`src/rtl/board_state_ctrl.sv`:
```
// Board register and move sequencer for the 2048 game: commits a changed candidate
// board, spawns a 2/4 tile in a pseudo-random empty cell, then evaluates win/lose.
module board_state_ctrl #(
   parameter logic [11:0] WIN_VALUE = 12'd2048,
   parameter logic [15:0] LFSR_SEED = 16'hACE1
) (
   input  logic                  clk,
   input  logic                  rst,
   input  logic                  move_req,
   input  logic [1:0]            move_dir,
   input  logic [3:0][3:0][11:0] moved_board,
   output logic [1:0]            dir_sel,
   output logic [3:0][3:0][11:0] board,
   output logic                  busy,
   output logic                  done,
   output logic                  changed,
   output logic                  won,
   output logic                  lost
);

   typedef enum logic [2:0] {
      S_INIT_SPAWN,
      S_IDLE,
      S_SELECT,
      S_COMPARE,
      S_COMMIT,
      S_SPAWN,
      S_CHECK
   } state_t;

   state_t      state;
   state_t      state_nx;

   logic [15:0] lfsr;
   logic        lfsr_fb;
   logic [3:0]  ptr;
   logic        init_second;

   logic        probe_empty;
   logic [11:0] spawn_val;
   logic        board_same;
   logic        win_hit;
   logic        has_empty;
   logic        pair_eq;

   logic        latch_dir;
   logic        commit;
   logic        load_ptr;
   logic        ptr_inc;
   logic        spawn_wr;
   logic        check_en;
   logic        set_second;
   logic        done_nx;
   logic        changed_nx;

   // Taps 16,14,13,11 of the Fibonacci polynomial, shifting towards the MSB.
   assign lfsr_fb     = lfsr[15] ^ lfsr[13] ^ lfsr[12] ^ lfsr[10];
   assign probe_empty = (board[ptr[3:2]][ptr[1:0]] == 12'd0);
   assign spawn_val   = (lfsr[7:4] == 4'd0) ? 12'd4 : 12'd2;
   assign board_same  = (moved_board == board);
   assign busy        = (state != S_IDLE);

   always_comb begin : scan
      win_hit   = 1'b0;
      has_empty = 1'b0;
      pair_eq   = 1'b0;
      for (int r = 0; r < 4; r++) begin
         for (int c = 0; c < 4; c++) begin
            if (board[r][c] == WIN_VALUE) win_hit = 1'b1;
            if (board[r][c] == 12'd0) has_empty = 1'b1;
         end
      end
      for (int r = 0; r < 4; r++) begin
         for (int c = 0; c < 3; c++) begin
            if (board[r][c] == board[r][c+1]) pair_eq = 1'b1;
         end
      end
      for (int r = 0; r < 3; r++) begin
         for (int c = 0; c < 4; c++) begin
            if (board[r][c] == board[r+1][c]) pair_eq = 1'b1;
         end
      end
   end

   always_ff @(posedge clk or negedge rst) begin
      if (!rst) state <= S_INIT_SPAWN;
      else      state <= state_nx;
   end

   always_comb begin : fsm_next
      state_nx   = state;
      latch_dir  = 1'b0;
      commit     = 1'b0;
      load_ptr   = 1'b0;
      ptr_inc    = 1'b0;
      spawn_wr   = 1'b0;
      check_en   = 1'b0;
      set_second = 1'b0;
      done_nx    = 1'b0;
      changed_nx = 1'b0;
      case (state)
         S_INIT_SPAWN: begin
            // The second spawn restarts from a fresh pointer; the tile just
            // written is no longer empty, so the two tiles are always distinct.
            if (probe_empty) begin
               spawn_wr = 1'b1;
               if (init_second) begin
                  state_nx = S_IDLE;
               end else begin
                  set_second = 1'b1;
                  load_ptr   = 1'b1;
               end
            end else begin
               ptr_inc = 1'b1;
            end
         end
         S_IDLE: begin
            if (move_req && !won && !lost) begin
               latch_dir = 1'b1;
               state_nx  = S_SELECT;
            end
         end
         S_SELECT: state_nx = S_COMPARE;
         S_COMPARE: begin
            if (board_same) begin
               done_nx  = 1'b1;
               state_nx = S_IDLE;
            end else begin
               state_nx = S_COMMIT;
            end
         end
         S_COMMIT: begin
            commit   = 1'b1;
            load_ptr = 1'b1;
            state_nx = S_SPAWN;
         end
         S_SPAWN: begin
            if (probe_empty) begin
               spawn_wr = 1'b1;
               state_nx = S_CHECK;
            end else begin
               ptr_inc = 1'b1;
            end
         end
         S_CHECK: begin
            check_en   = 1'b1;
            done_nx    = 1'b1;
            changed_nx = 1'b1;
            state_nx   = S_IDLE;
         end
         default: state_nx = S_INIT_SPAWN;
      endcase
   end

   always_ff @(posedge clk or negedge rst) begin
      if (!rst) begin
         lfsr        <= LFSR_SEED;
         ptr         <= LFSR_SEED[3:0];
         init_second <= 1'b0;
         dir_sel     <= 2'b00;
         board       <= '0;
         done        <= 1'b0;
         changed     <= 1'b0;
         won         <= 1'b0;
         lost        <= 1'b0;
      end else begin
         lfsr <= {lfsr[14:0], lfsr_fb};
         if (latch_dir) dir_sel <= move_dir;
         if (set_second) init_second <= 1'b1;
         if (load_ptr)     ptr <= lfsr[3:0];
         else if (ptr_inc) ptr <= ptr + 4'd1;
         if (commit)        board <= moved_board;
         else if (spawn_wr) board[ptr[3:2]][ptr[1:0]] <= spawn_val;
         done <= done_nx;
         if (done_nx) changed <= changed_nx;
         if (check_en) begin
            won  <= won | win_hit;
            lost <= lost | (!has_empty && !pair_eq);
         end
      end
   end

endmodule

```
`config.mk`:
```
export PLATFORM = sky130hd
export DESIGN_NAME = board_state_ctrl
export DESIGN_NICKNAME = d
export VERILOG_FILES = /design/src/rtl/board_state_ctrl.sv
export SDC_FILE = /design/constraint.sdc
export NUM_CORES = 1
export LEC_CHECK = 0
export ABC_AREA = 1
export CAP_MARGIN = 20
export CELL_PAD_IN_SITES_DETAIL_PLACEMENT = 0
export CELL_PAD_IN_SITES_GLOBAL_PLACEMENT = 2
export CORE_ASPECT_RATIO = 1.75
export CORE_MARGIN = 3
export CORE_UTILIZATION = 28
export DETAILED_ROUTE_END_ITERATION = 10
export PLACE_DENSITY = 0.87
export SETUP_SLACK_MARGIN = 0.1
export SYNTH_ARGS = -nofsm -noshare
export SYNTH_HDL_FRONTEND = slang
export SYNTH_SLANG_ARGS = --single-unit
```
`constraint.sdc`:
```
create_clock -name clk -period 2.52 [get_ports clk]
set_input_delay 0.504 -clock clk [delete_from_list [all_inputs] [get_ports clk]]
set_output_delay 0.504 -clock clk [all_outputs]
set_load 0.02 [all_outputs]
```
Word level (Yosys, flattened, before mapping)
Cells that the tools add are included.
Storage, ports and cells
  bits in registers: 222
  memory bits (writable): 0
  bits in read-only memories: 0
  memories: 0
  input bits: 197
  output and inout bits: 199
  latch bits: 0
Cells by class
  div/mod/pow operators: 0
  order comparisons: 4
  shifts and indexed selects: 0
  multipliers: 0
  equal/unequal tests: 52
  reductions and logical operators: 32
  add/sub/neg operators: 1
  bitwise logic cells: 5
  muxes and demuxes: 90
Operators with widths (count)
  $mux W192: 2
  $eq A12 B12 Y1: 24
  $logic_not A12 Y1: 17
  $bwmux W192: 1
  $eq A12 B12 Y1 const B: 16
  $eq A192 B192 Y1: 1
  $bmux W48 S2: 1
  $demux W48 S2: 1
  $mux W48: 2
  $mux W1: 68
  $bmux W12 S2: 1
  $demux W12 S2: 1
  $mux W12: 2
  $pmux W3 S7: 1
  $mux W3: 6
  $eq A3 B3 Y1 const B: 3
  $mux W4: 2
  $ne A2 B2 Y1 const B: 4
  $eq A3 B2 Y1 const B: 2
  $lt A2 B3 Y1 const B: 2
  $logic_and A1 B1 Y1: 5
  $add A4 B1 Y4 const B: 1
  $ge A2 B1 Y1 const B: 2
  $logic_not A1 Y1: 4
  other kinds (10): 15

Longest topological paths before layout
Gate-level depths: netlist of the first run.
  depth after elaboration: 28
  gate-level depth with buffers: 19

Worst setup path after synthesis of the first run
Ideal clock, no wire load.
  path kind: reg-to-reg
  start: register board[49] (netlist name)
  end: register board[154] (netlist name)
  data required time: 2399 ps
  cell stages (with the launch flop): 15
  period minus slack after synthesis: 2117 ps
  path buffers: 3
  slack: 403 ps
  library setup time: 121 ps
  arrival: 1997 ps
  cells stage by stage: dfrtp_1 clkbuf_1 or2_1 nand2_1 nand3_1 nor2_1 nand2_1 nand2_2 nand3_4 nand2_4 buf_12 nand3_2 nand2_2 buf_6 o21ai_2
On the way
  word-level cells in the longest chain between the ends: 8
RTL lines
  from (decl): line 13  | output logic [3:0][3:0][11:0] board,
  from (signal assigned): line 172  | if (commit) board <= moved_board;
  from (signal, indexed assignment): line 173  | else if (spawn_wr) board[ptr[3:2]][ptr[1:0]] <= spawn_val;
  $bmux W48 S2: line 58  | assign probe_empty = (board[ptr[3:2]][ptr[1:0]] == 12'd0);
  $mux W48 (not written as such): line 58
  $bmux W12 S2: line 58
  $mux W12 (not written as such): line 58
  $logic_not A12 Y1: line 58
  $mux W1: line 105, 138
  $mux W1
  $reduce_bool A2 Y1 (no source line)
Every way passes these cells. The select of a mux whose other input is x is not followed.
A chain may end at the register's enable or synchronous reset.

Final worst setup path of the first run
  start: register board[164] (netlist name)
  end: output board[164] (netlist name)
No word-level cell between the ends.

==> out/summary.txt, run 1 <==
status: finished clean
die extent in y: 333 µm
vias in the first global route: 20856
cell accounting for the most synthesized area: dfrtp_1
GRT overflow: 0
Setup violations, final: 0
Period Utilization, post-route: 0.933
Total Power: 8.22 mW
fin. max-slew vios: 0
Cells after Synth: 2498
detailed placement HPWL: 78700 µm
via count: 20191
clk root buf: clkbuf_16
CTS Buf Count: 25
slowest cell delay on critical path: 0.63 ns
IO Pins: 396
Crit Path Category: flip-flop to output port
Critical Path AT: 1.85 ns
initial drt markers: 1461
FP Rows: 119
synthesized area: 0.0171 mm²
largest net degree at the start of global routing: 104
Worst path slowest cell: clkdlybuf4s50_1
Hold Slack: 0.348 ns
sequential fraction of the synthesis area: 0.325
Worst-Skew Late Latency: 0.58 ns
top-area cell type share of the netlist area: 0.312
EDFF count, synth: 0
Post-Layout Cell Count: 3951
critical path peak fanout: 6
DRC errors left: 0
first-pass GRT wire length: 140000 µm
CTS tree: done
Initial Util: 0.284
Synthesis Warnings: 0
synth unique cells: 40
Port Buffers: 395
Startpoint Class: flip-flop
Avg Cell Area, Syn: 6.85 µm²
most common cell after layout, fill and taps aside: nand2_1
maxcap violations: 0
Min-Delay Path Class: flip-flop to flip-flop
Max-slew headroom: 0.585
total wire length: 97400 µm
CTS max path bufs: 3
Post-DP Area: 0.0244 mm²
Filler Cell Count: 6297
mean number of vias per cell: 5.11
antenna violations before repair: 9
dpl cells: 3894
Reg area: 0.00557 mm²
# H-tree levels: 1
Mapped Nets: 2699
total die area: 0.0642 mm²
most frequent cells in the layout: nand2_1, clkdlybuf4s50_1, buf_4, inv_1, dfrtp_1
worst-margin pin slew: 0.623 ns
leakage power figure: 11.2 nW
Synth Register Bits: 222
ys flop type: dfrtp_1
DR WL/cell: 24.7 µm
Crit. End Element: output port
Max VDD drop: 425 µV
ys async rst share: 1.00
pwr dens: 324 mW/mm²
worst path cell trace: buf_4 -> clkdlybuf4s50_1
Worst-path clk slew: 0.06 ns
area occupied by multi-input gates: 0.0100 mm²
Core ar.: 0.0603 mm²
Final GP Congestion: 0.966
Fin Clk Skew: 0.0362 ns
Max Fclk: 0.425 GHz
synth top area cells: dfrtp_1, nand2_1, xnor2_1, xor2_1, inv_1
1st-pass router iterations: 5
Core Util, Final: 0.421
Layout area overhead: 48.3%
antenna viol nets, final: 0
chip width: 193 µm
Hold Vio Cnt, Final: 0
RSZ-0062 raised after global routing: true
layout cells sized above 1: 0.169
nets@finish: 3340
Final Critical Period: 2.35 ns
GR Util All Layers: 0.296
required time worst endpoint: 2.02 ns
post-layout instance area: 0.0254 mm²
clk sink count: 222
[cell usage after synthesis, types with 2 or more instances]
cell type  count
o21ai_2       48
nand2_1      759
ha_1           4
buf_8          2
nand3_2        4
nor2_1       219
o2bb2ai_1      8
nand2_4        4
or2_2          8
a21oi_2        4
buf_4          3
xnor2_1      168
o21ai_0      118
o22ai_1        9
nor4_1        16
buf_2         17
inv_1        227
mux2_2         2
nand2_2       11
inv_2          6
nand3_1      143
nor3_1        49
a31oi_1        2
xor2_1       140
dfrtp_1      213
buf_6          5
dfstp_2        9
nand4_1      113
nand3b_1       3
o21ai_1       16
nand3_4        5
a21oi_1       23
clkbuf_1     128
o31ai_1        3
buf_1          4
[stage by stage]
step / TNS (ns) / setup WS (ns)
floorplan: 0 / 0.403
global placement: -1.05 / -0.311
detailed placement: -1.30 / -0.373
CTS: 0 / 0.101
global route: 0 / 0.0985
finish: 0 / 0.169
[state kept, by name, summed over array words and instances (netlist names)]
name and flops:
board 192, lfsr 16, ptr 4, state 3, dir_sel 2, changed 1, done 1, init_second 1
lost 1, won 1
[layout make-up]
| cell class | count | area share |
|---|---|---|
| Multi-Input combinational cell | 1882 | 0.395 |
| Sequential cell | 222 | 0.220 |
| Inverter | 233 | 0.0345 |
| Clock buffer | 36 | 0.0283 |
| Tap cell | 786 | 0.0388 |
| Clock inverter | 8 | 0.00479 |
| Antenna cell | 9 | 0.000888 |
| Timing Repair Buffer | 775 | 0.278 |
[where the power goes]
part	internal, mW	switching, mW	total, mW
sequential	3.56	0	3.56
combinational	0.413	0.304	0.717
clock	2.27	1.66	3.94
[logic make-up (layout without fill, tap and decap cells)]
| logic type | after synthesis | count (layout) | synth area share |
|---|---|---|---|
| AOI/OAI and AO/OA | 232 | 232 | 0.0825 |
| xor gates and xnor gates | 308 | 308 | 0.158 |
| adders and majority gates | 4 | 4 | 0.00293 |
| buffers and inverters | 394 | 1052 | 0.0929 |
| DFF | 222 | 222 | 0.325 |
| muxes | 2 | 2 | 0.00132 |
| other | 0 | 9 | 0 |
| and+or+nand+nor | 1336 | 1336 | 0.337 |
[timing repair]
action / 4_1_cts / 5_1_grt
hold endpoints to repair: 41 / 0
endpoints found under the setup margin: 21 / 112
buffers inserted: 0 / 3
gates resized for setup: 5 / 16
pin swaps: 0 / 4
hold buffers: 1 / 0
[critical path: cells and delay by family (launching register included)]
family / cells / cell delay [ns]
buffers and inverters: 2 / 0.85
DFF: 1 / 0.42
[layer usage]
layer	vias to the layer above	wire, µm	track usage	share of wire
met1	9763	35800	0.334	0.37
li1	9202	-	-	-
met2	964	49300	0.533	0.51
met5	-	0	0	0
met3	262	5930	0.0331	0.061
met4	0	6400	0.164	0.066
[worst paths after layout]
check,from,end,slack [ns],cells past startpoint
setup / recovery,board[164]$_DFFE_PN0P_,board[164],0.17,2
hold / removal,lfsr[10]$_DFF_PN1_,lfsr[11]$_DFF_PN1_,0.35,0
setup reg to reg,ptr[2]$_DFFE_PN0P_,board[2]$_DFFE_PN0P_,0.19,15
hold reg to reg,lfsr[10]$_DFF_PN1_,lfsr[11]$_DFF_PN1_,0.35,0
max in group asynchronous,rst,board[42]$_DFFE_PN0P_,1.33,3
min in group asynchronous,rst,board[102]$_DFFE_PN0P_,0.44,2
Note: power is estimated with default switching activity, not from simulation.
==> run 2, diff against run 1 <==
--- a/config.mk
+++ b/config.mk
@@ -18,3 +18,4 @@
 export SYNTH_ARGS = -nofsm -noshare
 export SYNTH_HDL_FRONTEND = slang
 export SYNTH_SLANG_ARGS = --single-unit
+export TNS_END_PERCENT = 20
==> run 2 against run 1 <==
Sequential power is essentially flat. Die area is the same. Non-clock buffer count is the same. Worst setup slack gained 0.0014 ns. Sequential share of layout area is essentially flat. Clock skew shrank 0.0026 ns. Register-to-register slack lost 0.02 ns. Critical path type unchanged. Critical path depth is the same.
==> out/summary.txt, run 2 (same netlist as run 1, synthesis figures left out) <==
largest net degree at the start of global routing: 104 (unchanged)
Crit. End Element: output port
worst path cell trace: buf_4 -> clkdlybuf4s50_1
Hold Vio Cnt, Final: 0 (unchanged)
Setup violations, final: 0 (unchanged)
worst-margin pin slew: 0.604 ns (-0.0184 ns)
Total Power: 8.22 mW (about the same)
via count: 20207 (+0.079%)
Worst path slowest cell: clkdlybuf4s50_1
required time worst endpoint: 2.02 ns (about the same)
Max Fclk: 0.426 GHz (about the same)
nets@finish: 3340 (unchanged)
GR Util All Layers: 0.296 (unchanged)
RSZ-0062 raised after global routing: true
pwr dens: 324 mW/mm² (about the same)
largest registers: board x192, lfsr x16, ptr x4
detailed placement HPWL: 78700 µm (unchanged)
Period Utilization, post-route: 0.933 (about the same)
Min-Delay Path Class: flip-flop to flip-flop
Filler Cell Count: 6293 (-0.064%)
CTS tree: done
# H-tree levels: 1 (unchanged)
GRT overflow: 0 (unchanged)
chip width: 193 µm (unchanged)
Fin Clk Skew: 0.0336 ns (-0.00256 ns)
most frequent cells in the layout: nand2_1, clkdlybuf4s50_1, buf_4, inv_1, nor2_1
Startpoint Class: flip-flop
1st-pass router iterations: 6 (+1)
Hold Slack: 0.352 ns (+0.00365 ns)
mean number of vias per cell: 5.11 (about the same)
Core ar.: 0.0603 mm² (unchanged)
most common cell after layout, fill and taps aside: nand2_1
fin. max-slew vios: 0 (unchanged)
total die area: 0.0642 mm² (unchanged)
total wire length: 97500 µm (about the same)
Most flops, register: board
Max-slew headroom: 0.597 (+0.0123)
DR WL/cell: 24.7 µm (about the same)
status: finished clean
Crit Path Category: flip-flop to output port
Max VDD drop: 424 µV (about the same)
CTS max path bufs: 3 (unchanged)
slowest cell delay on critical path: 0.63 ns (about the same)
clk sink count: 222 (unchanged)
leakage power figure: 11.2 nW (about the same)
Final Critical Period: 2.35 ns (-0.00139 ns)
die extent in y: 333 µm (unchanged)
antenna violations before repair: 9 (unchanged)
layout cells sized above 1: 0.168 (-0.000634)
FP Rows: 119 (unchanged)
Port Buffers: 395 (unchanged)
initial drt markers: 1468 (+0.48%)
first-pass GRT wire length: 140000 µm (unchanged)
number of flip-flops under the largest register name: 192 (unchanged)
Critical Path AT: 1.85 ns (about the same)
maxcap violations: 0 (unchanged)
Worst-path clk slew: 0.06 ns (about the same)
CTS Buf Count: 25 (unchanged)
DRC errors left: 0 (unchanged)
Worst-Skew Late Latency: 0.58 ns (about the same)
critical path peak fanout: 6 (unchanged)
Initial Util: 0.284 (unchanged)
clk root buf: clkbuf_16
Layout area overhead: 48.2% (about the same)
IO Pins: 396 (unchanged)
antenna viol nets, final: 0 (unchanged)
vias in the first global route: 20856 (unchanged)
Final GP Congestion: 0.966 (unchanged)
run 2: worst max-delay path, delay by kind of cell (launching register included):
family                 cells  cell delay, ns
DFF                        1            0.42
buffers and inverters      2            0.85
run 2: timing repair:
item / CTS / global route
setup buffers: 0 / 3
hold buffers: 1 / 0
endpoints found under the hold margin: 41 / 0
endpoints found under the setup margin: 21 / 113
pin swaps: 0 / 3
gates resized for setup: 4 / 13
run 2: layer usage:
layer,track usage,up-vias,share of wire
li1,-,9201,-
met1,0.334,9830,0.37
met2,0.533,933,0.51
met3,0.0331,243,0.061
met4,0.164,0,0.064
met5,0,-,0
run 2: worst paths after layout:
kind,start,to,slack (ns),cells past startpoint
min in group asynchronous,rst,board[102]$_DFFE_PN0P_,0.45,2
setup reg to reg,ptr[2]$_DFFE_PN0P_,board[2]$_DFFE_PN0P_,0.17,15
max in group asynchronous,rst,ptr[0]$_DFFE_PN1P_,1.33,3
setup / recovery,board[164]$_DFFE_PN0P_,board[164],0.17,2
hold reg to reg,lfsr[10]$_DFF_PN1_,lfsr[11]$_DFF_PN1_,0.35,0
hold / removal,lfsr[10]$_DFF_PN1_,lfsr[11]$_DFF_PN1_,0.35,0
run 2: final cells by class:
cell class,count,area (µm²),area share
multi-input combinational,1882,10000,0.395
sequential,222,5570,0.220
timing repair buffer,775,7050,0.278
antenna,9,22.5,0.000889
tap,786,983,0.0388
clock inverter,8,121,0.00479
inverter,233,875,0.0345
clock buffer,36,717,0.0283
run 2: per-stage QoR:
step	cells	utilization	setup TNS [ns]	cell area (µm²)	setup slack (ns)
final	3951	0.420	0	25300	0.170
after CTS	3939	0.419	0	25300	0.0640
after floorplan	2498	-	0	17100	0.403
after global placement	3894	0.405	-1.05	24400	-0.311
after global routing	3951	0.420	0	25300	0.0793
after detailed placement	3894	0.405	-1.30	24400	-0.373
run 2: power by group:
group,internal [mW],switching (mW),total [mW]
logic,0.413,0.304,0.717
clock network,2.27,1.66,3.94
registers,3.56,0,3.56
total,6.25,1.96,8.22
==> run 3, diff against run 2 <==
--- a/config.mk
+++ b/config.mk
@@ -13,6 +13,7 @@
 export CORE_MARGIN = 3
 export CORE_UTILIZATION = 28
 export DETAILED_ROUTE_END_ITERATION = 10
+export MAX_ROUTING_LAYER = met4
 export PLACE_DENSITY = 0.87
 export SETUP_SLACK_MARGIN = 0.1
 export SYNTH_ARGS = -nofsm -noshare
==> run 3 against run 2 <==
Non-clock buffer count rose by 15. Highest routed layer unchanged. Sequential cell count did not move. Cell count rose by 0.35%. Global-route usage rose by 0.72 points. Clock skew fell by 0.024 ns. Largest power group unchanged. Sequential share of layout area fell by 0.22 points. Combinational power rose by 1%. First-iteration DRC count rose by 3.1%. Critical endpoint is now board[131]. Power fell by 0.35%. Worst setup slack got worse by 0.087 ns.
==> out/summary.txt, run 3 (same netlist as run 1, synthesis figures left out) <==
status: finished clean
largest net degree at the start of global routing: 56 (-46%)
Max VDD drop: 420 µV (-1.0%)
die extent in y: 333 µm (unchanged)
via count: 20158 (-0.24%)
Setup violations, final: 0 (unchanged)
Initial Util: 0.284 (unchanged)
Worst-Skew Late Latency: 0.57 ns (about the same)
total wire length: 97100 µm (-0.37%)
initial drt markers: 1514 (+3.1%)
Max Fclk: 0.410 GHz (-3.6%)
mean number of vias per cell: 5.08 (-0.59%)
nets@finish: 3355 (+0.45%)
IO Pins: 396 (unchanged)
most frequent cells in the layout: nand2_1, clkdlybuf4s50_1, buf_4, inv_1, dfrtp_1
Int Pwr: 6.21 mW (-0.70%)
critical path peak fanout: 4 (-2)
maxcap violations: 0 (unchanged)
first-pass GRT wire length: 139000 µm (-0.73%)
# H-tree levels: 1 (unchanged)
fin. max-slew vios: 0 (unchanged)
most common cell after layout, fill and taps aside: nand2_1
antenna viol nets, final: 0 (unchanged)
required time worst endpoint: 2.02 ns (about the same)
Most flops, register: board
leakage power figure: 11.3 nW (+0.85%)
DRC errors left: 0 (unchanged)
area occupied by multi-input gates: 0.0101 mm² (+1.0%)
worst-margin pin slew: 0.526 ns (-0.0787 ns)
total die area: 0.0642 mm² (unchanged)
Max-slew headroom: 0.647 (+0.0498)
Port Buffers: 395 (unchanged)
Hold Slack: 0.355 ns (+0.00301 ns)
antenna violations before repair: 9 (unchanged)
Comb pwr share: 0.088 (about the same)
FP Rows: 119 (unchanged)
CTS Buf Count: 25 (unchanged)
Crit Path Category: flip-flop to output port
1st-pass router iterations: 5 (-1)
Reg area: 0.00557 mm² (about the same)
Psw: 1.98 mW (+0.77%)
layout cells sized above 1: 0.177 (+0.00904)
Critical Path AT: 1.93 ns (+0.08 ns)
vias in the first global route: 20759 (-0.47%)
Filler Cell Count: 6260 (-0.52%)
largest registers: board x192, lfsr x16, ptr x4
clock share of power: 0.476 (-0.003)
clk root buf: clkbuf_16
worst setup margin: 0.0834 ns (-0.0866 ns)
clk sink count: 222 (unchanged)
dpl ws: -0.526 ns (-0.153 ns)
GRT overflow: 0 (unchanged)
Startpoint Class: flip-flop
sw frac: 0.242 (+0.00270)
Min-Delay Path Class: flip-flop to flip-flop
Crit. End Element: output port
Layout area overhead: 49.7%
Fin Clk Skew: 0.0100 ns (-0.0236 ns)
Reg power frac: 0.435 (about the same)
CTS tree: done
RSZ-0062 raised after global routing: true
chip width: 193 µm (unchanged)
number of flip-flops under the largest register name: 192 (unchanged)
Core ar.: 0.0603 mm² (unchanged)
pwr dens: 320 mW/mm² (-1.3%)
DR WL/cell: 24.5 µm (-0.72%)
Hold Vio Cnt, Final: 0 (unchanged)
CTS max path bufs: 3 (unchanged)
GR Util All Layers: 0.303 (+0.00719)
Worst-path clk slew: 0.07 ns (about the same)
Final GP Congestion: 0.972 (+0.64%)
Period Utilization, post-route: 0.967 (+0.0343)
detailed placement HPWL: 78600 µm (-0.19%)
Final Critical Period: 2.44 ns (+0.0866 ns)
run 3: layer usage:
metal,part of all wire,vias to the layer above,track usage
met4,0.071,0,0.173
li1,-,9216,-
met2,0.51,950,0.531
met1,0.36,9713,0.329
met3,0.060,279,0.0305
met5,0,-,-
run 3: per-stage QoR:
step	TNS [ns]	instances	util	total power [mW]	area, µm²
final	0	3965	0.424	8.19	25600
after global routing	0	3965	0.424	8.41	25600
after CTS	0	3951	0.421	8.24	25400
after detailed placement	-1.89	3907	0.407	4.35	24500
after global placement	-1.82	3907	0.407	4.35	24500
after floorplan	0	2498	-	3.79	17100
run 3: area by class of cell:
cell class | instances | share of cell area
multi-input combinational | 1882 | 0.395
inverter | 233 | 0.0342
clock inverter | 3 | 0.00254
timing repair buffer | 790 | 0.282
tap | 786 | 0.0384
clock buffer | 40 | 0.0294
sequential | 222 | 0.218
antenna | 9 | 0.000880
run 3: final timing paths:
kind                                        start                     end  slack, ns  cells past startpoint
hold reg to reg                lfsr[14]$_DFF_PN0_      lfsr[15]$_DFF_PN1_       0.35                      0
min in group asynchronous                     rst  board[150]$_DFFE_PN0P_       0.47                      2
setup / recovery           board[131]$_DFFE_PN0P_              board[131]       0.08                      2
hold / removal                 lfsr[14]$_DFF_PN0_      lfsr[15]$_DFF_PN1_       0.35                      0
max in group asynchronous                     rst   board[24]$_DFFE_PN0P_       1.33                      3
setup reg to reg               ptr[3]$_DFFE_PN0P_  board[108]$_DFFE_PN0P_       0.15                     15
run 3: critical path, stage by stage (launching register included):
cell             delay, ns
dfrtp_1               0.54
buf_4                 0.21
clkdlybuf4s50_1       0.62
run 3: power groups by stage:
stage / logic [mW] / clock network (mW) / registers, mW
CTS: 0.729 / 3.95 / 3.56
finish: 0.724 / 3.90 / 3.56
global placement: 0.716 / 0 / 3.63
global route: 0.780 / 4.07 / 3.56
detailed placement: 0.722 / 0 / 3.63
floorplan: 0.159 / 0 / 3.63
run 3: timing repair:
| item | CTS | global route |
|---|---|---|
| hold buffers | 1 | 0 |
| endpoints found under the hold margin | 46 | 0 |
| buffers inserted | 0 | 5 |
| gates resized for setup | 8 | 55 |
| endpoints found under the setup margin | 65 | 157 |
| pin swaps | 0 | 14 |
